## config.mk

```make
export PLATFORM = sky130hd
export DESIGN_NAME = mac_operand_feeder
export DESIGN_NICKNAME = d
export VERILOG_FILES = /design/src/rtl/mac_operand_feeder.sv
export SDC_FILE = /design/constraint.sdc
export NUM_CORES = 1
export LEC_CHECK = 0
export ABC_AREA = 1
export CAP_MARGIN = 15
export CORE_ASPECT_RATIO = 0.6
export CORE_UTILIZATION = 30
export CTS_BUF_LIST = sky130_fd_sc_hd__clkbuf_8 sky130_fd_sc_hd__clkbuf_16
export DETAILED_ROUTE_END_ITERATION = 10
export HOLD_SLACK_MARGIN = 0.03
export PLACE_DENSITY = 0.63
export SKIP_CTS_REPAIR_TIMING = 1
export SLEW_MARGIN = 10
export SYNTH_ARGS = -nofsm -noshare
export SYNTH_HDL_FRONTEND = slang
export SYNTH_SLANG_ARGS = --single-unit
```

## constraint.sdc

```tcl
create_clock -name clock -period 2.13 [get_ports clock]
set_clock_uncertainty 0.1 [all_clocks]
set_input_delay 0.426 -clock clock [delete_from_list [all_inputs] [get_ports clock]]
set_output_delay 0.426 -clock clock [all_outputs]
set_load 0.02 [all_outputs]
```

## src/rtl/mac_operand_feeder.sv

```systemverilog
// mac_operand_feeder: sequences one dot product per transaction into a
// OneMac-style multiply-accumulate unit. It latches two length-N 8-bit
// operand vectors, clears the MAC, streams one operand pair per clock,
// then captures the MAC sum and offers it on a valid/ready result port.
module mac_operand_feeder #(
    parameter int unsigned N = 4
) (
    input  logic             clock,
    input  logic             reset,
    input  logic             load_valid,
    output logic             load_ready,
    input  logic [8*N-1:0]   a_vec,
    input  logic [8*N-1:0]   b_vec,
    output logic [7:0]       mac_a,
    output logic [7:0]       mac_b,
    output logic             mac_reset_n,
    input  logic [19:0]      mac_sum,
    output logic [19:0]      result,
    output logic             result_valid,
    input  logic             result_ready
);

    localparam int unsigned   IW   = (N > 1) ? $clog2(N) : 1;
    localparam logic [IW-1:0] LAST = IW'(N - 1);

    typedef enum logic [1:0] {
        IDLE,
        FEED,
        CAPTURE,
        DONE
    } state_t;

    state_t        state;
    logic [IW-1:0] index;
    logic [IW-1:0] index_nxt;
    logic [7:0]    a_mem [N];
    logic [7:0]    b_mem [N];

    // Only used while index < LAST, so it never wraps past N-1.
    assign index_nxt = index + 1'b1;

    // Sequencer: state, operand storage and all registered outputs.
    // Operands are registered one cycle ahead so that mac_a/mac_b carry
    // element i during the cycle that the MAC accumulates element i.
    always_ff @(posedge clock or negedge reset) begin
        if (!reset) begin
            state        <= IDLE;
            index        <= '0;
            result       <= '0;
            result_valid <= 1'b0;
            load_ready   <= 1'b1;
            mac_reset_n  <= 1'b0;
            mac_a        <= '0;
            mac_b        <= '0;
            for (int unsigned i = 0; i < N; i++) begin
                a_mem[i] <= '0;
                b_mem[i] <= '0;
            end
        end else begin
            case (state)
                IDLE: begin
                    if (load_valid) begin
                        for (int unsigned i = 0; i < N; i++) begin
                            a_mem[i] <= a_vec[8*i +: 8];
                            b_mem[i] <= b_vec[8*i +: 8];
                        end
                        index       <= '0;
                        mac_a       <= a_vec[7:0];
                        mac_b       <= b_vec[7:0];
                        mac_reset_n <= 1'b1;
                        load_ready  <= 1'b0;
                        state       <= FEED;
                    end
                end
                FEED: begin
                    if (index == LAST) begin
                        // Zero operands freeze the MAC sum for capture.
                        mac_a <= '0;
                        mac_b <= '0;
                        state <= CAPTURE;
                    end else begin
                        index <= index_nxt;
                        mac_a <= a_mem[index_nxt];
                        mac_b <= b_mem[index_nxt];
                    end
                end
                CAPTURE: begin
                    result       <= mac_sum;
                    result_valid <= 1'b1;
                    state        <= DONE;
                end
                DONE: begin
                    if (result_ready) begin
                        result_valid <= 1'b0;
                        load_ready   <= 1'b1;
                        mac_reset_n  <= 1'b0;
                        index        <= '0;
                        state        <= IDLE;
                    end
                end
                default: begin
                    state        <= IDLE;
                    result_valid <= 1'b0;
                    load_ready   <= 1'b1;
                    mac_reset_n  <= 1'b0;
                    mac_a        <= '0;
                    mac_b        <= '0;
                end
            endcase
        end
    end

endmodule

```

# --- Yosys cells after proc, flatten, opt, wreduce, memory -nomap -nowiden ---
# Cells that the tools add are included.
op_classes:
  magnitude_cmp: 1
  n_reduce_logical: 11
  eq_ne: 8
  n_mux: 26
  bitwise_logic: 1
  n_addsub: 1
op_table:
  columns: ["op", "n"]
  rows:
  - ["8-bit two-way mux", 8]
  - ["8-bit binary-select mux with 2-bit select", 2]
  - ["8-bit one-hot mux with 2 select lines", 2]
  - ["2-bit two-way mux", 5]
  - ["2-bit != test, second input constant", 4]
  - ["2-bit one-hot mux with 4 select lines", 1]
  - ["2-bit equality test, second input constant", 3]
  - ["1-bit one-hot mux with 2 select lines", 3]
  - ["2-bit one-hot mux with 3 select lines", 1]
  - ["2-bit AND reduction", 3]
  - ["3-bit AND reduction", 2]
  - ["2-bit nonzero test", 3]
  - ["1-bit two-way mux", 4]
  - ["4-bit AND reduction", 1]
  - ["3-bit greater-or-equal comparator, second input constant", 1]
  - ["2-bit NOT with 3-bit output", 1]
  - ["3-bit nonzero test", 1]
  - ["2-bit by 1-bit adder with 2-bit output, second input constant", 1]
  - ["2-bit by 1-bit equality test with 1-bit output, second input constant", 1]
  - ["2-bit zero test", 1]
totals:
  out_inout_bits: 39
  input_bits: 88
  wordCells: 64
  regBits: 107

# --- Depth between registers and ports, before layout ---
# Gate-level depths: netlist of the first run.
depth:
  word_depth: 7
  ltp_mapped: 8
  mapped_depth_nobuf: 8

# --- Least setup slack after synthesis of the first run ---
# Ideal clock, no wire load.
synth_path:
  path_kind: "register -> register"
  startpoint: "register state[0]"
  endpoint: "register mac_a[0]"
  t_required_ps: 1908
  t_arrival_ps: 1396
  slack_ps: 512
  stages_incl_launch_ff: 8
  cell_sequence: "dfrtp_1 inv_1 ha_1 o21ai_2 inv_2 buf_6 nor2_1 a21oi_1"
synth_between:
  elab_chain_cells: 3
  elab_cells_between_ends: 6
  cone_classes: "eq/ne (2); mux (1); reduce/logical (3)"
synth_lines:
  columns: ["item", "line", "text"]
  rows:
  - ["start: declaration", "33", "state_t state;"]
  - ["start signal: assignment", "47", "state <= IDLE;"]
  - ["start signal: assignment", "72", "state <= FEED;"]
  - ["start signal: assignment", "80", "state <= CAPTURE;"]
  - ["2-bit by 1-bit equality test with 1-bit output / 2-bit zero test (equally long branches)", "60", "case (state)"]
  - ["2-bit nonzero test (no line) / 2-bit != test (equally long branches)", null, null]
  - ["2-bit AND reduction (no line)", null, null]
  - ["end signal: assignment", "68", "mac_a <= a_vec[7:0];"]
  - ["end signal: assignment", "83", "mac_a <= a_mem[index_nxt];"]
  - ["end: declaration", "14", "output logic [7:0] mac_a,"]
# Parallel ways exist; a longest one is shown, timed or not.
# A chain may end at the register's enable or synchronous reset.

# --- Worst setup path in the final report of the first run ---
layout_path:
  startpoint: "register load_ready"
  endpoint: "output load_ready"
layout_rtl:
  columns: ["item", "line", "text"]
  rows:
  - ["start: declaration", "11", "output logic load_ready,"]
  - ["start signal: assignment", "51", "load_ready <= 1'b1;"]
  - ["start signal: assignment", "71", "load_ready <= 1'b0;"]
  - ["start signal: assignment", "95", "load_ready <= 1'b1;"]
# No word-level cell between the ends.

==> summary.md, run 1 <==
| Metric | Value |
|---|---|
| Slowest cell on the critical path | `clkdlybuf4s50_1` |
| Worst path cell trace | `clkdlybuf4s50_1` |
| Area grow syn2layout | `36.8%` |
| Multi-input logic area | `0.00175 sq mm` |
| Most frequent cells in the layout | `225 x nand2_1, 125 x clkdlybuf4s50_1, 106 x dfrtp_1` |
| Unique cell type count in the Yosys netlist | `20` |
| Initial antenna violation count | `0` |
| Hold_sp | `result[4]$_DFFE_PN0P_` |
| Pin count of the biggest net entering global routing | `49` |
| Crit Path Category | `flip-flop to output pin` |
| Diodes inserted | `0` |
| Starting Density | `0.313` |
| Most common library cell in the layout ignoring fill and taps | `nand2_1` |
| Final hold viol count | `0` |
| Slew margin rel. | `0.531` |
| R2R Setup Slk | `0.18 ns` |
| Met3 WL | `862 microns` |
| Tot GR Track Use | `0.167` |
| WP depth | `1` |
| Critical Path Sink Type | `output pin` |
| Hold slack | `0.373 ns` |
| F_max | `495 MHz` |
| Worst min-delay path class | `flip-flop to flip-flop` |
| CP Data Required Time | `1.60 ns` |
| DRT met1 WL | `7440 microns` |
| Crit path capture | `load_ready` |
| Grt total ovfl | `0` |
| Final worst slack | `0.110 ns` |
| CTS Buf Count | `9` |
| Pre-CTS setup slack | `0.165 ns` |
| Max-cap check violation count | `0` |
| TritonCTS clock tree | `done` |
| Initial DRC Count | `332` |
| Final period util | `0.948` |
| Site row count | `35` |
| Layout Nets | `826` |
| Post-synthesis sequential area ratio | `0.546` |
| Vias | `4,190` |
| Syn avg cell area | `8.00 sq um` |
| Die width | `167 microns` |
| Critical path launch point type | `flip-flop` |
| Net Count, Synth | `708` |
| Die area | `0.0169 sq mm` |
| Largest stage delay, worst path | `0.61 ns` |
| PD cells | `1530 mW/mm^2` |
| Crit path max-delay family | `buffers and inverters` |
| Root Buffer | `clkbuf_16` |
| Max layer used | `met4` |
| Leak Pwr | `3.18 nW` |
| Post-Route WL | `13,400 microns` |
| Peak supply drop | `0.617 mV` |
| Reg2reg path depth | `6` |
| Cells after synthesis | `613` |
| Period minus WS final | `2.02 ns` |
| Max-slew violations | `0` |
| Clock latency on the worst-skew pair | `0.35 ns` |
| Fill cells | `1,564` |
| Die span in y | `101 microns` |
| Final Setup Violations | `0` |
| Status | `finished clean` |
| H-tree Lvls | `3` |
| DRC viols | `0` |
| Reg area | `0.00268 sq mm` |
| Port bufs | `126` |
| Worst setup path startpoint | `load_ready$_DFFE_PN1P_` |
| Launching point of the worst reg2reg path | `state[1]$_DFFE_PN0P_` |
| Clock-pin slew on the worst setup and hold paths | `0.07 ns` |
| Max FO, Critical Path | `2` |
| Ports | `127` |
| RSZ-0062 raised after global routing | `no` |
| TritonRoute pass-1 iters | `5` |
| Antenna viol nets, final | `0` |
| Global placement routability congestion | `0.782` |
| WP buf/inv | `1` |
| Clock buffer depth | `2` |
| Vias in the first global route | `3,959` |
| Core footprint | `0.0157 sq mm` |
| Reg2reg end | `mac_a[7]$_DFFE_PN0P_` |
| Warning count from the yosys run | `0` |
| Hpwl dp | `9640 microns` |
| Tightest Pin Transition | `0.703 ns` |
| DR WL met2 | `5050 microns` |
| First-pass GRT wire length | `21,300 microns` |
| Clock Sinks | `107` |
| Post-route core utilization | `0.428` |
| Crit path DAT | `1.49 ns` |
| Avg Vias per Cell | `4.46` |
| Cell Area, Synth | `0.00491 sq mm` |
| Setup TNS | `0 ns` |
| Share of cells above drive strength 1 | `0.0530` |
| Avg WL per Cell | `14.3 microns` |
| #FFs+latches synth | `107` |
cell families after synthesis:
| kind of cell | count (synthesis) | synth area share |
|---|---|---|
| simple gates | 282 | 0.225 |
| buf+inv | 109 | 0.0977 |
| compound gates | 108 | 0.113 |
| flops | 107 | 0.546 |
| fa+ha+maj | 7 | 0.0179 |
report_power, final:
part           switching, mW  internal (mW)
clock                  0.804           1.05
sequential             0.408           3.04
combinational           3.07           1.90
layout make-up:
class,count,area share
Clock buffer,9,0.0336
Clock inverter,7,0.0158
Inverter,77,0.0431
Multi-Input combinational cell,397,0.260
Sequential cell,107,0.399
Tap cell,203,0.0379
Timing Repair Buffer,139,0.210
routing by layer:
layer	global-route usage	up-vias
li1	-	2128
met1	0.262	1931
met2	0.218	126
met3	0.0491	5
met4	0.0342	0
met5	0	-
registers in the layout, indices dropped and copies added, names as in the netlist:
signal	count
a_mem	32
b_mem	32
result	20
mac_a	8
mac_b	8
index	2
state	2
load_ready	1
mac_reset_n	1
result_valid	1
worst register-to-register path, delay by kind of cell (launching register included):
family,cells,cell delay [ns]
DFF,1,0.44
adders and majority gates,1,0.19
buffers and inverters,2,0.26
AOI/OAI and AO/OA,1,0.15
and+or+nand+nor,2,0.74
metrics by stage:
stage | instances | area (sq um) | power (mW)
after floorplan | 613 | 4910 | 6.62
after global placement | 922 | 6370 | 8.40
after detailed placement | 922 | 6370 | 8.45
after CTS | 938 | 6700 | 10.4
after global routing | 939 | 6710 | 11.1
final | 939 | 6710 | 10.3
worst min-delay path by stage:
| stage | end | slack (ns) | depth (start not counted) |
|---|---|---|---|
| 2_1_floorplan | a_mem[0]$_DFFE_PN0P_ | 0.03 | 0 |
| 3_3_place_gp | a_mem[6]$_DFFE_PN0P_ | 0.28 | 1 |
| 3_5_place_dp | a_mem[6]$_DFFE_PN0P_ | 0.28 | 1 |
| 4_1_cts | a_mem[10]$_DFFE_PN0P_ | -0.1 | 1 |
| 5_1_grt | result[18]$_DFFE_PN0P_ | 0.40 | 2 |
| 6_report | result[4]$_DFFE_PN0P_ | 0.37 | 2 |
cells in the mapped netlist:
cell type	n	share of area
ha_1	7	0.018
nand2_2	1	0.0013
inv_1	73	0.056
nor2_2	1	0.0013
buf_6	2	0.0046
nand3_1	34	0.035
dfstp_2	1	0.0054
nor2_1	21	0.016
o21ai_0	71	0.072
dfrtp_1	106	0.54
o2bb2ai_1	1	0.0018
buf_4	9	0.014
a21oi_1	33	0.034
inv_2	4	0.0031
buf_2	17	0.017
clkbuf_1	3	0.0023
a21o_1	1	0.0015
nand2_1	225	0.17
buf_1	1	0.00076
o21ai_2	2	0.0036
Note: power is estimated with default switching activity, not from simulation.
==> run 2, diff against run 1 <==
--- a/config.mk
+++ b/config.mk
@@ -8,8 +8,10 @@
 export ABC_AREA = 1
 export CAP_MARGIN = 15
 export CORE_ASPECT_RATIO = 0.6
+export CORE_MARGIN = 5
 export CORE_UTILIZATION = 30
 export CTS_BUF_LIST = sky130_fd_sc_hd__clkbuf_8 sky130_fd_sc_hd__clkbuf_16
+export CTS_CLUSTER_SIZE = 12
 export DETAILED_ROUTE_END_ITERATION = 10
 export HOLD_SLACK_MARGIN = 0.03
 export PLACE_DENSITY = 0.63
==> run 2 against run 1 <==
Clock-buffer cell count unchanged; core utilization fell by 1.2 points; setup slack improved by 0.011 ns; worst hold slack worse by 0.068 ns; wire length is 0.51% higher; sequential power is essentially flat; largest power group unchanged; highest routed layer unchanged.
==> summary.md, run 2 (synthesis gave the netlist of run 1 again) <==
| Metric | Value |
|---|---|
| Max-cap check violation count | `0 (unchanged)` |
| Die span in y | `109 microns (was 101 microns)` |
| Setup TNS | `0 ns (unchanged)` |
| Largest registers | `a_mem x32, b_mem x32, result x20 (unchanged)` |
| Site row count | `36 (was 35)` |
| Peak supply drop | `0.568 mV (was 0.617 mV)` |
| Core footprint | `0.0161 sq mm (was 0.0157 sq mm)` |
| Largest stage delay, worst path | `0.61 ns (about the same)` |
| Period minus WS final | `2.01 ns (was 2.02 ns)` |
| Final worst slack | `0.121 ns (was 0.110 ns)` |
| Tightest Pin Transition | `0.618 ns (was 0.703 ns)` |
| Design area | `0.00670 sq mm (was 0.00671 sq mm)` |
| Most frequent cells in the layout | `225 x nand2_1, 125 x clkdlybuf4s50_1, 106 x dfrtp_1 (unchanged)` |
| Slew margin rel. | `0.587 (was 0.531)` |
| Post-Route WL | `13,500 microns (was 13,400 microns)` |
| TritonCTS clock tree | `done (unchanged)` |
| Post-DP Area | `0.00640 sq mm (was 0.00637 sq mm)` |
| TritonRoute pass-1 iters | `4 (was 5)` |
| Worst path cell trace | `clkdlybuf4s50_1 (unchanged)` |
| Clock-pin slew on the worst setup and hold paths | `0.08 ns (was 0.07 ns)` |
| RSZ-0062 raised after global routing | `no (unchanged)` |
| Clock latency on the worst-skew pair | `0.35 ns (about the same)` |
| PD cells | `1500 mW/mm^2 (was 1530 mW/mm^2)` |
| Hold slack | `0.305 ns (was 0.373 ns)` |
| Clock Sinks | `107 (unchanged)` |
| Status | `finished clean (unchanged)` |
| Root Buffer | `clkbuf_16 (unchanged)` |
| WP buf/inv | `1 (unchanged)` |
| Global placement routability congestion | `0.761 (was 0.782)` |
| Layout Nets | `828 (was 826)` |
| Die width | `175 microns (was 167 microns)` |
| Final Setup Violations | `0 (unchanged)` |
| Final hold viol count | `0 (unchanged)` |
| Antenna viol nets, final | `0 (unchanged)` |
| Worst min-delay path class | `input port to async pin (was flip-flop to flip-flop)` |
| Area grow syn2layout | `36.6% (was 36.8%)` |
| First-pass GRT wire length | `21,300 microns (about the same)` |
| Avg Vias per Cell | `4.25 (was 4.46)` |
| Slowest cell on the critical path | `clkdlybuf4s50_1 (unchanged)` |
| Max-slew violations | `0 (unchanged)` |
| Hpwl dp | `9850 microns (was 9640 microns)` |
| Multi-input logic area | `0.00175 sq mm (unchanged)` |
| Critical Path Sink Type | `output pin (unchanged)` |
| H-tree Lvls | `3 (unchanged)` |
| Port bufs | `126 (unchanged)` |
| Grt total ovfl | `0 (unchanged)` |
| Critical path launch point type | `flip-flop (unchanged)` |
| DRC viols | `0 (unchanged)` |
| Most common library cell in the layout ignoring fill and taps | `nand2_1 (unchanged)` |
| Clock buffer depth | `2 (unchanged)` |
| Crit Path Category | `flip-flop to output pin (unchanged)` |
| Vias | `4,028 (was 4,190)` |
| Starting Density | `0.304 (was 0.313)` |
| Final period util | `0.943 (was 0.948)` |
| Reg area | `0.00268 sq mm (unchanged)` |
| Diodes inserted | `0 (unchanged)` |
| Avg WL per Cell | `14.3 microns (about the same)` |
| F_max | `498 MHz (was 495 MHz)` |
| Share of cells above drive strength 1 | `0.0542 (was 0.0530)` |
| Fill cells | `1,631 (was 1,564)` |
| Crit path max-delay family | `buffers and inverters (unchanged)` |
| Vias in the first global route | `3,818 (was 3,959)` |
| CP Data Required Time | `1.60 ns (about the same)` |
| Initial antenna violation count | `0 (unchanged)` |
| Initial DRC Count | `288 (was 332)` |
| Pre-CTS setup slack | `0.325 ns (was 0.165 ns)` |
| Ports | `127 (unchanged)` |
| Leak Pwr | `3.17 nW (was 3.18 nW)` |
| CTS Buf Count | `9 (unchanged)` |
| Die area | `0.0191 sq mm (was 0.0169 sq mm)` |
| Pin count of the biggest net entering global routing | `75 (was 49)` |
| Tot GR Track Use | `0.143 (was 0.167)` |
| Max FO, Critical Path | `2 (unchanged)` |
| Crit path DAT | `1.48 ns (was 1.49 ns)` |
run 2: power breakdown:
group          internal (mW)  switching (mW)
sequential              3.04           0.384
clock                  0.817           0.801
combinational           1.96            3.02
run 2: layout make-up:
| class | instances | area share |
|---|---|---|
| Clock buffer | 9 | 0.0336 |
| Clock inverter | 7 | 0.00915 |
| Multi-Input combinational cell | 397 | 0.261 |
| Sequential cell | 107 | 0.400 |
| Timing Repair Buffer | 141 | 0.214 |
| Tap cell | 209 | 0.0390 |
| Inverter | 77 | 0.0433 |
run 2: final timing paths:
check	startpoint	endpoint	slack, ns	cells after the start
setup / recovery	load_ready$_DFFE_PN1P_	load_ready	0.12	1
hold / removal	reset	result[18]$_DFFE_PN0P_	0.30	2
setup reg to reg	state[0]$_DFFE_PN0P_	a_mem[21]$_DFFE_PN0P_	0.36	7
hold reg to reg	result[2]$_DFFE_PN0P_	result[2]$_DFFE_PN0P_	0.37	2
max in group asynchronous	reset	load_ready$_DFFE_PN1P_	0.99	3
min in group clock	result[2]$_DFFE_PN0P_	result[2]$_DFFE_PN0P_	0.37	2
run 2: metrics by stage:
| stage | utilization | power (mW) | instances |
|---|---|---|---|
| 2_1_floorplan | - | 6.62 | 613 |
| 3_3_place_gp | 0.397 | 8.39 | 930 |
| 3_5_place_dp | 0.397 | 8.46 | 930 |
| 4_1_cts | 0.415 | 10.1 | 946 |
| 5_1_grt | 0.416 | 10.9 | 947 |
| 6_report | 0.416 | 10.0 | 947 |
run 2: metal layers:
layer	track usage	vias to the layer above	part of all wire
li1	-	2136	-
met1	0.237	1793	0.55
met2	0.185	91	0.40
met3	0.0319	8	0.043
met4	0.0286	0	0.0084
met5	0	-	0
